File: src/rtl/fetch_pkg.sv
// Types and constants shared by the fetch, buffer and decode stages.
package fetch_pkg;

  localparam int PC_W = 16;
  localparam int INSTR_W = 9;
  localparam logic [INSTR_W-1:0] HALT_INSTR = 9'h1FF;

  typedef struct packed {
    logic [PC_W-1:0]    pc;
    logic [INSTR_W-1:0] instr;
  } ibuf_entry_t;

  typedef enum logic [1:0] {
    RUN    = 2'd0,
    DRAIN  = 2'd1,
    HALTED = 2'd2
  } fd_state_t;

endpackage

File: src/rtl/ibuf_mem.sv
// Entry storage for the fetch/decode buffer: one write port, one async read port.
module ibuf_mem
  import fetch_pkg::*;
#(
  parameter int DEPTH = 2,
  parameter int AW    = 1
) (
  input  logic        clk,
  input  logic        we,
  input  logic [AW-1:0] waddr,
  input  ibuf_entry_t wdata,
  input  logic [AW-1:0] raddr,
  output ibuf_entry_t rdata
);

  ibuf_entry_t mem_q [DEPTH];

  // Data carries no reset; occupancy in the parent decides what is valid.
  always_ff @(posedge clk) begin
    if (we) mem_q[waddr] <= wdata;
  end

  assign rdata = mem_q[raddr];

endmodule

File: src/rtl/fetch_decode_buffer.sv
// In-order instruction queue between fetch and decode with branch flush and HALT drain.
module fetch_decode_buffer
  import fetch_pkg::*;
#(
  parameter int DEPTH = 2
) (
  input  logic                       clk,
  input  logic                       reset,
  input  logic                       in_valid,
  input  logic [PC_W-1:0]            in_pc,
  input  logic [INSTR_W-1:0]         in_instr,
  output logic                       in_ready,
  input  logic                       flush,
  output logic                       out_valid,
  output logic [PC_W-1:0]            out_pc,
  output logic [INSTR_W-1:0]         out_instr,
  input  logic                       out_ready,
  output logic                       halted,
  output logic [$clog2(DEPTH+1)-1:0] count
);

  localparam int AW = (DEPTH > 1) ? $clog2(DEPTH) : 1;
  localparam int CW = $clog2(DEPTH + 1);

  logic [AW-1:0] wr_ptr_q, wr_ptr_d, rd_ptr_q, rd_ptr_d;
  logic [CW-1:0] count_q, count_d;
  fd_state_t     state_q, state_d;
  logic          push, pop, mem_we;
  ibuf_entry_t   wr_entry, rd_entry;

  always_comb begin
    in_ready  = ~reset & (state_q == RUN) & (count_q != CW'(DEPTH));
    out_valid = (count_q != '0) & (state_q != HALTED);
    push      = in_valid & in_ready;
    pop       = out_valid & out_ready;
    halted    = (state_q == HALTED);
    count     = count_q;
    out_pc    = (count_q != '0) ? rd_entry.pc : '0;
    out_instr = (count_q != '0) ? rd_entry.instr : '0;
    mem_we    = push & ~flush;
    wr_entry  = '{pc: in_pc, instr: in_instr};
  end

  always_comb begin
    wr_ptr_d = wr_ptr_q;
    rd_ptr_d = rd_ptr_q;
    count_d  = count_q;
    state_d  = state_q;
    // A flush wins over any same-cycle push/pop; a halted front end ignores it.
    if (flush && state_q != HALTED) begin
      wr_ptr_d = '0;
      rd_ptr_d = '0;
      count_d  = '0;
      state_d  = RUN;
    end else begin
      if (push) wr_ptr_d = wr_ptr_q + AW'(1);
      if (pop)  rd_ptr_d = rd_ptr_q + AW'(1);
      if (push && !pop)      count_d = count_q + CW'(1);
      else if (pop && !push) count_d = count_q - CW'(1);
      case (state_q)
        RUN:     if (push && in_instr == HALT_INSTR) state_d = DRAIN;
        // No pushes in DRAIN, so the last entry popped is the HALT itself.
        DRAIN:   if (pop && count_q == CW'(1)) state_d = HALTED;
        default: state_d = state_q;
      endcase
    end
  end

  always_ff @(posedge clk or posedge reset) begin
    if (reset) begin
      wr_ptr_q <= '0;
      rd_ptr_q <= '0;
      count_q  <= '0;
      state_q  <= RUN;
    end else begin
      wr_ptr_q <= wr_ptr_d;
      rd_ptr_q <= rd_ptr_d;
      count_q  <= count_d;
      state_q  <= state_d;
    end
  end

  ibuf_mem #(
    .DEPTH (DEPTH),
    .AW    (AW)
  ) u_mem (
    .clk   (clk),
    .we    (mem_we),
    .waddr (wr_ptr_q),
    .wdata (wr_entry),
    .raddr (rd_ptr_q),
    .rdata (rd_entry)
  );

endmodule
File: config.mk
export PLATFORM = sky130hd
export DESIGN_NAME = fetch_decode_buffer
export DESIGN_NICKNAME = d
export VERILOG_FILES = /design/src/rtl/fetch_pkg.sv /design/src/rtl/ibuf_mem.sv /design/src/rtl/fetch_decode_buffer.sv
export SDC_FILE = /design/constraint.sdc
export NUM_CORES = 1
export LEC_CHECK = 0
export ABC_AREA = 0
export BUFFER_PORTS_ARGS = -buffer_cell sky130_fd_sc_hd__buf_2
export CAP_MARGIN = 20
export CORE_ASPECT_RATIO = 1.25
export CORE_UTILIZATION = 55
export DETAILED_ROUTE_END_ITERATION = 10
export GPL_TIMING_DRIVEN = 0
export MAX_ROUTING_LAYER = met4
export PLACE_DENSITY = 0.82
export SYNTH_ARGS = -nofsm -noshare
export SYNTH_HDL_FRONTEND = slang
export SYNTH_HIERARCHICAL = 1
export SYNTH_SLANG_ARGS = --single-unit
File: constraint.sdc
create_clock -name clk -period 4.05 [get_ports clk]
set_input_delay 0.405 -clock clk [delete_from_list [all_inputs] [get_ports clk]]
set_output_delay 0.405 -clock clk [all_outputs]
set_load 0.02 [all_outputs]
# Word-level counts from Yosys, hierarchy flattened
# Memory sizes are Yosys's and may differ from the RTL's.
# Index checks and enable logic that the tools add are counted.
dict set report classes {
  bitwise_logic 8
  n_addsub 4
  n_eq_ne 8
  n_reduce_logical 14
  muxes 15
}
# op count
set ops {}
lappend ops {{2-to-1 mux 16 bit} 1}
lappend ops {{2-to-1 mux 2 bit} 6}
lappend ops {{== test 9 bit, second input constant} 1}
lappend ops {{2-to-1 mux 9 bit} 1}
lappend ops {{AND 1 bit} 6}
lappend ops {{2-to-1 mux 1 bit} 6}
lappend ops {{nonzero test 2 bit} 3}
lappend ops {{nonzero test 3 bit} 2}
lappend ops {{logical AND 1 bit} 5}
lappend ops {{== test 2 x 1 -> 1 bit, second input constant} 2}
lappend ops {{inequality test 2 bit, second input constant} 2}
lappend ops {{one-hot mux 2 bit (2 select lines)} 1}
lappend ops {{inequality test 3 x 1 -> 1 bit, second input constant} 1}
lappend ops {{inequality test 3 bit, second input constant} 1}
lappend ops {{AND reduction 3 bit} 1}
lappend ops {{adder 1 bit, second input constant} 2}
lappend ops {{adder 2 x 1 -> 2 bit, second input constant} 1}
lappend ops {{== test 2 bit, second input constant} 1}
lappend ops {{zero test 1 bit} 2}
lappend ops {{zero test 2 bit} 1}
lappend ops {{inverter 1 bit} 2}
lappend ops {{subtractor 2 x 1 -> 2 bit, second input constant} 1}
dict set report totals {
  ramBits 50
  elab_cells 54
  regBits 6
  out_inout_bits 30
  n_memories 1
  input_bits 30
}
# name depth width read_ports rd_ports_with_merged_regs write_ports line
set mem_list {}
lappend mem_list {u_mem.mem_q 2 25 1 0 1 ibuf_mem.sv:16} ;# ibuf_entry_t mem_q [DEPTH];

# Depth between registers and ports, before layout
# Gate-level depths: netlist (run 1).
dict set report depth {
  ltp_word 9
  ltp_mapped 6
}

# Cells and area by module
# The synthesis (run 1) kept the hierarchy.
# module area_each_um2 seq_area_each_um2 cells_each instances
set modules_own_cells {}
lappend modules_own_cells {ibuf_mem 1921.8 1501.4 80 1}
lappend modules_own_cells {fetch_decode_buffer 589.3 150.1 73 1}

# Worst setup path after synthesis (run 1)
# No wires, ideal clock.
dict set report synth_timing {
  path_type {reg-to-reg}
  from {register count_q[0] (netlist: count[0])}
  to {memory u_mem/mem_q[0][0] (netlist bit) (enable)}
  setup_time_ns 0.410
  path_buffers 0
  arrival_time_ns 2.597
  stages_incl_launch_ff 7
  slack_ns 1.043
  cell_sequence {dfrtp_1 > inv_1 > ha_1 > nor4_4 > nand2_2 > nor2_1 > nor2b_1}
}
dict set report synth_via {
  elab_chain_len 6
}
# item line
set synth_rtl {}
lappend synth_rtl {{start, declared} fetch_decode_buffer.sv:26} ;# logic [CW-1:0] count_q, count_d;
lappend synth_rtl {{start signal, assigned} fetch_decode_buffer.sv:78} ;# count_q <= count_d;
lappend synth_rtl {{inequality test 2 bit} fetch_decode_buffer.sv:32} ;# in_ready = ~reset & (state_q == RUN) & (count_q != CW'(DEPTH));
lappend synth_rtl {{AND 1 bit} fetch_decode_buffer.sv:32}
lappend synth_rtl {{named net in_ready} fetch_decode_buffer.sv:12} ;# output logic in_ready,
lappend synth_rtl {{AND 1 bit} fetch_decode_buffer.sv:34} ;# push = in_valid & in_ready;
lappend synth_rtl {{AND 1 bit} fetch_decode_buffer.sv:40} ;# mem_we = push & ~flush;
lappend synth_rtl {{named net mem_we} fetch_decode_buffer.sv:28} ;# logic push, pop, mem_we;
lappend synth_rtl {{2-to-1 mux 1 bit} ibuf_mem.sv:20} ;# if (we) mem_q[waddr] <= wdata;
lappend synth_rtl {{2-to-1 mux 1 bit (implied by the code)} ibuf_mem.sv:20}
lappend synth_rtl {{end, declared} ibuf_mem.sv:16}
# The timed path passes the listed nets, and every way through them passes these cells.

# Worst setup path in the final report (run 1)
dict set report layout_timing {
  from {register count_q[0] (netlist: count[0])}
  to {output port out_pc[5]}
}
dict set report layout_via {
  elab_chain_len 2
}
# item line
set layout_rtl {}
lappend layout_rtl {{nonzero test 2 bit} fetch_decode_buffer.sv:38} ;# out_pc = (count_q != '0) ? rd_entry.pc : '0;
lappend layout_rtl {{2-to-1 mux 16 bit} fetch_decode_buffer.sv:38}
lappend layout_rtl {{end, declared} fetch_decode_buffer.sv:15} ;# output logic [PC_W-1:0] out_pc,
# No other way between the ends.

==> results of run 1 <==
==> final cells by class <==
cell class / instances / area (µm²)
tap: 58 / 72.57
timing repair buffer: 60 / 345.3
inverter: 4 / 15.01
clock inverter: 3 / 47.55
clock buffer: 5 / 68.82
buffer: 6 / 62.56
multi-input combinational: 87 / 784.5
fill: 312 / 1344
sequential: 56 / 1652
==> synthesized netlist by cell type (all sizes together) <==
master | number | share of area [%]
xor2 | 1 | 0.35
dfrtp | 6 | 6.0
nor2b | 27 | 6.7
or3 | 1 | 0.25
and2 | 1 | 0.25
a22o | 1 | 0.35
nand3 | 2 | 0.40
o21ai | 2 | 0.40
inv | 4 | 0.60
buf | 3 | 2.0
nor3 | 2 | 0.60
nand2b | 2 | 0.50
nand4 | 1 | 0.25
nor3b | 1 | 0.30
edfxtp | 50 | 60
clkbuf | 3 | 0.45
a21o | 1 | 0.35
nor4 | 1 | 0.85
a31oi | 1 | 0.25
a211oi | 2 | 0.60
nor2 | 2 | 0.30
o32ai | 1 | 0.35
mux2 | 25 | 14
o211a | 1 | 0.40
or4 | 1 | 0.30
nor4b | 1 | 0.35
a21oi | 4 | 0.80
nand2 | 3 | 0.55
ha | 3 | 1.5
==> sequential cells by signal (all words and copies together) (netlist names) <==
register	cells
u_mem/mem_q	50
rd_ptr_q	1
wr_ptr_q	1
count	2
state_q	2
==> per-stage QoR <==
step,instances,utilization [%],hold slack (ps),power (W)
global route,279,69.40,56.47,0.001741
global placement,269,65.44,375.2,0.001311
floorplan,153,-,196.0,0.001143
finish,279,69.40,44.10,0.001665
detailed placement,270,66.13,381.9,0.001327
CTS,278,68.77,44.21,0.001681
==> where the power goes <==
group | internal (W) | total (W) | switching (W) | leakage [nW]
Combinational | 0.000268 | 0.000630 | 0.000362 | 0.632
Clock | 0.000186 | 0.000354 | 0.000168 | 0.0583
Sequential | 0.000663 | 0.000681 | 0.0000179 | 0.534
Total | 0.00112 | 0.00167 | 0.000548 | 1.22
==> worst max-delay path, delay by kind of cell, from the launching register on <==
family / cells / cell delay [ps]
adder cells (fa/ha/maj): 1 / 390
buffers and inverters: 3 / 760
AND/OR/NAND/NOR: 1 / 110
flip-flops: 1 / 420
==> worst min-delay path by stage <==
stage | endpoint | slack, ps | cells after the start | start
final | state_q[1]$_DFFE_PP0P_ | 40 | 2 | reset
after global routing | state_q[1]$_DFFE_PP0P_ | 60 | 2 | reset
after CTS | state_q[1]$_DFFE_PP0P_ | 40 | 2 | reset
after detailed placement | state_q[1]$_DFFE_PP0P_ | 380 | 2 | reset
after global placement | state_q[1]$_DFFE_PP0P_ | 380 | 2 | reset
after floorplan | count[0]$_DFFE_PP0P_ | 200 | 1 | reset
==> metal layers <==
layer	GRT usage [%]	vias up	part of all wire, %	wire length, µm
li1	-	703	-	-
met1	21.01	705	38	1571
met2	31.96	56	54	2202
met3	4.559	12	5.9	244
met4	8.372	0	2.3	93
met5	-	-	0	0
==> kinds of logic after synthesis <==
| group | synth area share, % |
|---|---|
| xor+xnor | 0.3488 |
| fa+ha+maj | 1.495 |
| buf+inv | 3.089 |
| compound gates | 3.488 |
| mux | 14.20 |
| simple gates | 11.61 |
| flops | 65.77 |
==> flow_summary.yaml, run 1 <==
outcome:
  outcome: "completed"
yosys:
  ys_types: 33
  ys_seq_elements: 56
  syn-cell-area_um2: 2511
  synthCells: 153
  ys_seq_area_share_pct: 65.77
  syn-mean-instance-area_um2: 16.41
  yosysWarningCount: 6
  synth_nets: 186
timing:
  fin_tns_setup_ps: 0
  slew_violations: 0
  finalCritPeriodShare_pct: 58.92
  slew_headroom_pct: 52.29
  min_period_ps: 2386
  max_freq_ghz: 0.4190
  skew_ps: 7.207
  setup_violations: 0
  finalWorstSetupSlack_ps: 1664
  worst_slew_pin_slew_ps: 712.5
  rsz0062_at_grt: "false"
  hold_viol: 0
routing:
  ant_nets: 0
  post_drt_wl_per_cell_um: 14.74
  drt_iter0_markers: 51
  dr.pass1.iters: 4
  drc: 0
  totalWireLength_um: 4112
  vias: 1476
  vias_per_cell: 5.290
clock_tree:
  cts_buffers: 5
  holdBufCountCts: 0
  clock_path_buffers: 2
  ctsResizeCount: 0
  htree_levels: 2
  cts_setup_buffers: 0
  worstSkewPairLatency_ps: 310
  cts_root_buf: "clkbuf_8"
  clock_sink_count: 56
  cts_tree: "yes"
  clk_pin_slew_worst_paths_ps: 90
critical_path:
  crit_path_start_kind: "flop"
  endpoint: "out_pc[5]"
  critical_path.startpoint: "count[0]$_DFFE_PP0P_"
  worstPathArrival_ps: 1980
  end_kind: "primary output"
  worstPathRequired_ps: 3640
  rr_worst_depth: 7
  path_cells: "inv_1 > ha_1 > clkbuf_1 > nor2b_1 > buf_2"
  r2r_end: "u_mem/mem_q[0][19]$_DFFE_PP_"
  timing.rr.start: "count[0]$_DFFE_PP0P_"
  critPathKind: "flop to primary output"
  critPathMaxStageDelay_ps: 440
  slowest_stage: "clkbuf_1"
  reg2reg_setup_slack_ps: 1670
  cp_max_fo: 10
place:
  hpwl_um: 2945
  dp_worst_setup_slack_ps: 1509
  place.gp.congestion: 0.7666
  portBuffers: 58
  post_dp_cell_area_um2: 2904
die:
  io_pins: 60
  initial_core_util_pct: 57.18
  core-area_um2: 4392
  die_w_um: 62.44
  die_h_um: 77.55
  rows: 27
  die_area_um2: 4842
cells_and_area:
  layout.nets: 253
  drive_above_1_share_pct: 45.70
  fin_area_um2: 3048
  mostFrequentLayoutCells: "58 x buf_2, 50 x edfxtp_1, 26 x nor2b_1"
  antennaDiodeCount: 0
  flow.area_growth_from_synthesis_pct: 21.38
  layout_commonest_cell: "buf_2"
global_route:
  grt_pass1_vias: 1422
  grt-ovfl-total: 0
  grt_max_degree: 26
  grt_first_pass_wirelength_um: 6534
  grt_use_total_pct: 18.84
  antenna_found_initial: 0
flow_run:
  cap_violations: 0
pwr:
  p_per_area_nw_per_um2: 546.3
  irDropWorstVdd_mv: 0.4646
  power.leakage_nw: 1.225
hold_path:
  hold_path.class: "input pin to async pin"
(Power assumes the default switching activity.)
==> inputs of run 2 (changes only) <==
Settings changed: CORE_UTILIZATION 55 to 53, PLACE_DENSITY 0.82 to 0.79.
Clock period 4.05 ns to 2.2 ns, I/O delays scaled along.
==> flow_summary.yaml, run 2 (synthesized netlist as in run 1, its figures left out) <==
critical_path:
  r2r_end: "u_mem/mem_q[1][1]$_DFFE_PP_"
  critPathKind: "flop to flop"
  endpoint: "u_mem/mem_q[1][1]$_DFFE_PP_"
  cp_max_fo: 25
  critical_path.startpoint: "count[0]$_DFFE_PP0P_"
  end_kind: "flop"
  rr_worst_depth: 6
  crit_path_start_kind: "flop"
  worstPathArrival_ps: 2070
  reg2reg_setup_slack_ps: 100
  timing.rr.start: "count[0]$_DFFE_PP0P_"
  worstPathRequired_ps: 2170
timing:
  min_period_ps: 2097
  slew_headroom_pct: 73.07
  rsz0062_at_grt: "false"
  setup_violations: 0
  fin_tns_setup_ps: 0
  worst_slew_pin_slew_ps: 403.9
  hold_viol: 0
  skew_ps: 7.487
  finalCritPeriodShare_pct: 95.30
  slew_violations: 0
  max_freq_ghz: 0.4769
routing:
  vias_per_cell: 5.217
  post_drt_wl_per_cell_um: 15.74
  drt_iter0_markers: 74
  drc: 0
  totalWireLength_um: 4422
  vias: 1466
  ant_nets: 0
  dr.pass1.iters: 4
cells_and_area:
  layout.nets: 255
  flow.area_growth_from_synthesis_pct: 22.37
  regMostFlops: "u_mem/mem_q"
  drive_above_1_share_pct: 48.43
  fin_cells: 281
  mostFrequentLayoutCells: "58 x buf_2, 50 x edfxtp_1, 26 x nor2b_1"
  antennaDiodeCount: 0
  layout_commonest_cell: "buf_2"
  largest_reg_flops: 50
clock_tree:
  cts_tree: "yes"
  cts_buffers: 5
  clk_pin_slew_worst_paths_ps: 90
  htree_levels: 2
  worstSkewPairLatency_ps: 300
  clock_path_buffers: 2
  cts_root_buf: "clkbuf_8"
  clock_sink_count: 56
die:
  core-area_um2: 4493
  initial_core_util_pct: 55.89
  rows: 27
  die_h_um: 78.96
  io_pins: 60
  die_area_um2: 5019
  die_w_um: 63.57
pwr:
  p_per_area_nw_per_um2: 1012
  irDropWorstVdd_mv: 0.7171
  power.leakage_nw: 1.230
global_route:
  grt_use_total_pct: 19.59
  antenna_found_initial: 0
  grt_max_degree: 26
  grt_first_pass_wirelength_um: 7024
  grt-ovfl-total: 0
  grt_pass1_vias: 1469
place:
  portBuffers: 58
  hpwl_um: 3056
  place.gp.congestion: 0.7654
  placedCellCount: 269
hold_path:
  hold_path.class: "input pin to flop"
flow_run:
  cap_violations: 0
outcome:
  outcome: "completed"
==> run 2: worst max-delay path: stages (launching register included) <==
cell     delay (ps)
dfrtp_2         400
inv_2            70
ha_4            170
nor4_4          290
nand2_2         110
nor2_1          280
and2_4          440
==> run 2: area by class of cell <==
| class | instances | area [µm²] |
|---|---|---|
| Multi-Input combinational cell | 88 | 818.3 |
| Timing Repair Buffer | 61 | 340.3 |
| Buffer | 6 | 65.06 |
| Clock inverter | 2 | 35.03 |
| Inverter | 4 | 15.01 |
| Fill cell | 334 | 1420 |
| Sequential cell | 56 | 1654 |
| Tap cell | 58 | 72.57 |
| Clock buffer | 6 | 72.57 |
==> run 2: stage by stage <==
step	hold WS, ps	util (%)	setup WS, ps	area [µm²]	total power [W]
detailed placement	196.6	64.49	-10.49	2898	0.002464
global placement	194.1	64.49	11.83	2898	0.002436
floorplan	10.82	-	0.1992	2535	0.002124
CTS	94.86	67.47	19.01	3032	0.003109
finish	99.44	68.39	103.3	3073	0.003108
global route	85.92	68.39	1.062	3073	0.003249
==> run 2: repair_timing <==
action / CTS / global route
resized for setup: 3 / 2
hold endpoints to repair: 6 / 0
hold buffers: 1 / 0
setup endpoints to repair: 35 / 36
setup buffers: 0 / 2
cloned: 1 / 0
==> run 2: worst min-delay path by stage <==
stage	cells past startpoint	end	start	slack [ps]
after floorplan	1	rd_ptr_q$_DFFE_PP0P_	reset	10
after global placement	2	state_q[1]$_DFFE_PP0P_	reset	190
after detailed placement	2	state_q[0]$_DFFE_PP0P_	reset	200
after CTS	1	u_mem/mem_q[1][15]$_DFFE_PP_	in_pc[6]	90
after global routing	1	u_mem/mem_q[1][15]$_DFFE_PP_	in_pc[6]	90
final	1	u_mem/mem_q[0][14]$_DFFE_PP_	in_pc[5]	100
==> run 2: power by group <==
| part | total [W] | internal (W) | switching [W] |
|---|---|---|---|
| combinational | 0.00120 | 0.000515 | 0.000685 |
| clock | 0.000645 | 0.000338 | 0.000307 |
| sequential | 0.00126 | 0.00122 | 0.0000417 |
==> run 2: per-layer routing <==
metal  vias up  global-route usage (%)  wire length, µm
met5         -                       -                0
met4         0                   7.273               61
met3         6                   3.879              186
met2        39                   33.09             2364
li1        705                       -                -
met1       716                   23.19             1808
==> inputs of run 3 (changes only) <==
Settings changed: CORE_ASPECT_RATIO 1.25 to not set.
==> flow_summary.yaml, run 3 (synthesized netlist as in run 1, its figures left out) <==
place:
  place.gp.congestion: 0.7712
  portBuffers: 58
  hpwl_um: 2901
  placedCellCount: 263
routing:
  drc: 0
  totalWireLength_um: 4057
  drt_iter0_markers: 99
  vias_per_cell: 5.298
  ant_nets: 0
  post_drt_wl_per_cell_um: 14.92
  dr.pass1.iters: 6
  vias: 1441
timing:
  worst_slew_pin_slew_ps: 720.3
  slew_violations: 0
  setup_violations: 0
  min_period_ps: 2141
  max_freq_ghz: 0.4672
  hold_ws_ps: 94.37
  skew_ps: 10.28
  slew_headroom_pct: 51.88
  finalCritPeriodShare_pct: 97.30
  rsz0062_at_grt: "true"
  hold_viol: 0
clock_tree:
  clk_pin_slew_worst_paths_ps: 100
  htree_levels: 2
  cts_setup_buffers: 0
  clock_sink_count: 56
  cts_tree: "yes"
  cts_buffers: 5
  cts_root_buf: "clkbuf_8"
  clock_path_buffers: 2
  worstSkewPairLatency_ps: 310
critical_path:
  r2r_end: "u_mem/mem_q[0][16]$_DFFE_PP_"
  rr_worst_depth: 6
  critPathMaxStageDelay_ps: 620
  timing.rr.start: "count[0]$_DFFE_PP0P_"
  slowest_stage: "nor2b_4"
  worstPathRequired_ps: 2140
  cp_top_family: "simple AND/OR/NAND/NOR gates"
  reg2reg_setup_slack_ps: 90
  crit_path_start_kind: "input pin"
  worstPathArrival_ps: 2080
  path_cells: "dlygate4sd3_1 > buf_2 > nor4_4 > nand2_2 > nor2_2 > nor2b_4"
  crit_buf_inv: 2
  critPathKind: "input pin to flop"
  cp_max_fo: 25
  end_kind: "flop"
die:
  rows: 24
  core-area_um2: 4444
  die_area_um2: 5018
  initial_core_util_pct: 56.50
  io_pins: 60
  die_h_um: 70.84
  die_w_um: 70.84
cells_and_area:
  flow.area_growth_from_synthesis_pct: 19.43
  fin_util_pct: 67.48
  largest_reg_flops: 50
  regMostFlops: "u_mem/mem_q"
  layout.nets: 252
  antennaDiodeCount: 0
  fin_cells: 272
  layout_commonest_cell: "buf_2"
  mostFrequentLayoutCells: "58 x buf_2, 50 x edfxtp_1, 26 x nor2b_1"
  drive_above_1_share_pct: 48.64
pwr:
  power.leakage_nw: 1.202
  p_per_area_nw_per_um2: 992.3
  irDropWorstVdd_mv: 0.6082
global_route:
  grt_first_pass_wirelength_um: 6975
  antenna_found_initial: 0
  grt_max_degree: 26
  grt_use_total_pct: 19.00
  grt-ovfl-total: 0
  grt_pass1_vias: 1495
hold_path:
  hold_depth: 1
  hold_end: "u_mem/mem_q[0][12]$_DFFE_PP_"
  hold_path.class: "input pin to flop"
  min-delay-start: "in_pc[3]"
flow_run:
  cap_violations: 0
outcome:
  outcome: "completed"
==> run 3: cell types whose count changed in the layout (fill, tap and decap cells not counted), sizes merged <==
cell	previous run	this run
clkbuf	9	8
inv	4	5
clkinv	1	2
buf	63	61
nor2b	28	27
bufinv	1	0
==> run 3: per-layer routing <==
metal / up-vias / wire [µm] / global-route usage, %
met1: 698 / 1745 / 23.87
met5: - / 0 / -
met2: 38 / 2081 / 31.09
met4: 0 / 57 / 6.000
li1: 699 / - / -
met3: 6 / 172 / 4.131
==> run 3: layout make-up <==
cell class	count	area (µm²)
plain buffers	6	65.06
clock buffers	5	68.82
clock inverters	3	22.52
fillers	317	1445
inverters	4	17.52
multi-input cells	87	805.8
flip-flops and latches	56	1654
well taps	52	65.06
repair buffers	59	300.3
==> run 3: timing repair <==
item,4_1_cts,5_1_grt
pin swaps,1,3
hold endpoints to repair,6,0
hold buffers,1,0
setup endpoints to repair,45,55
resized for setup,2,2
==> run 3: worst max-delay path by stage <==
stage                              endpoint  cells after the start                  from
6_report       u_mem/mem_q[0][16]$_DFFE_PP_                      6                 reset
3_5_place_dp   u_mem/mem_q[0][22]$_DFFE_PP_                      6  count[0]$_DFFE_PP0P_
2_1_floorplan   u_mem/mem_q[0][0]$_DFFE_PP_                      6  count[0]$_DFFE_PP0P_
3_3_place_gp   u_mem/mem_q[0][12]$_DFFE_PP_                      6  count[0]$_DFFE_PP0P_
4_1_cts         u_mem/mem_q[0][2]$_DFFE_PP_                      6  count[0]$_DFFE_PP0P_
5_1_grt        u_mem/mem_q[0][21]$_DFFE_PP_                      6  count[0]$_DFFE_PP0P_
==> run 3: per-stage QoR <==
| stage | total power (W) | setup TNS (ps) | setup WS (ps) | cell area, µm² |
|---|---|---|---|---|
| finish | 0.002976 | 0 | 59.38 | 2999 |
| global route | 0.003139 | -1423 | -62.64 | 2999 |
| CTS | 0.003009 | 0 | 9.269 | 2994 |
| detailed placement | 0.002453 | -1139 | -46.35 | 2890 |
| global placement | 0.002437 | -626.1 | -25.93 | 2890 |
| floorplan | 0.002124 | 0 | 0.1992 | 2535 |
==> run 3: power by group <==
group | leakage (nW) | switching [W] | internal, W
Combinational | 0.622 | 0.000661 | 0.000499
Clock | 0.0485 | 0.000326 | 0.000229
Sequential | 0.532 | 0.0000381 | 0.00122
Total | 1.20 | 0.00102 | 0.00195
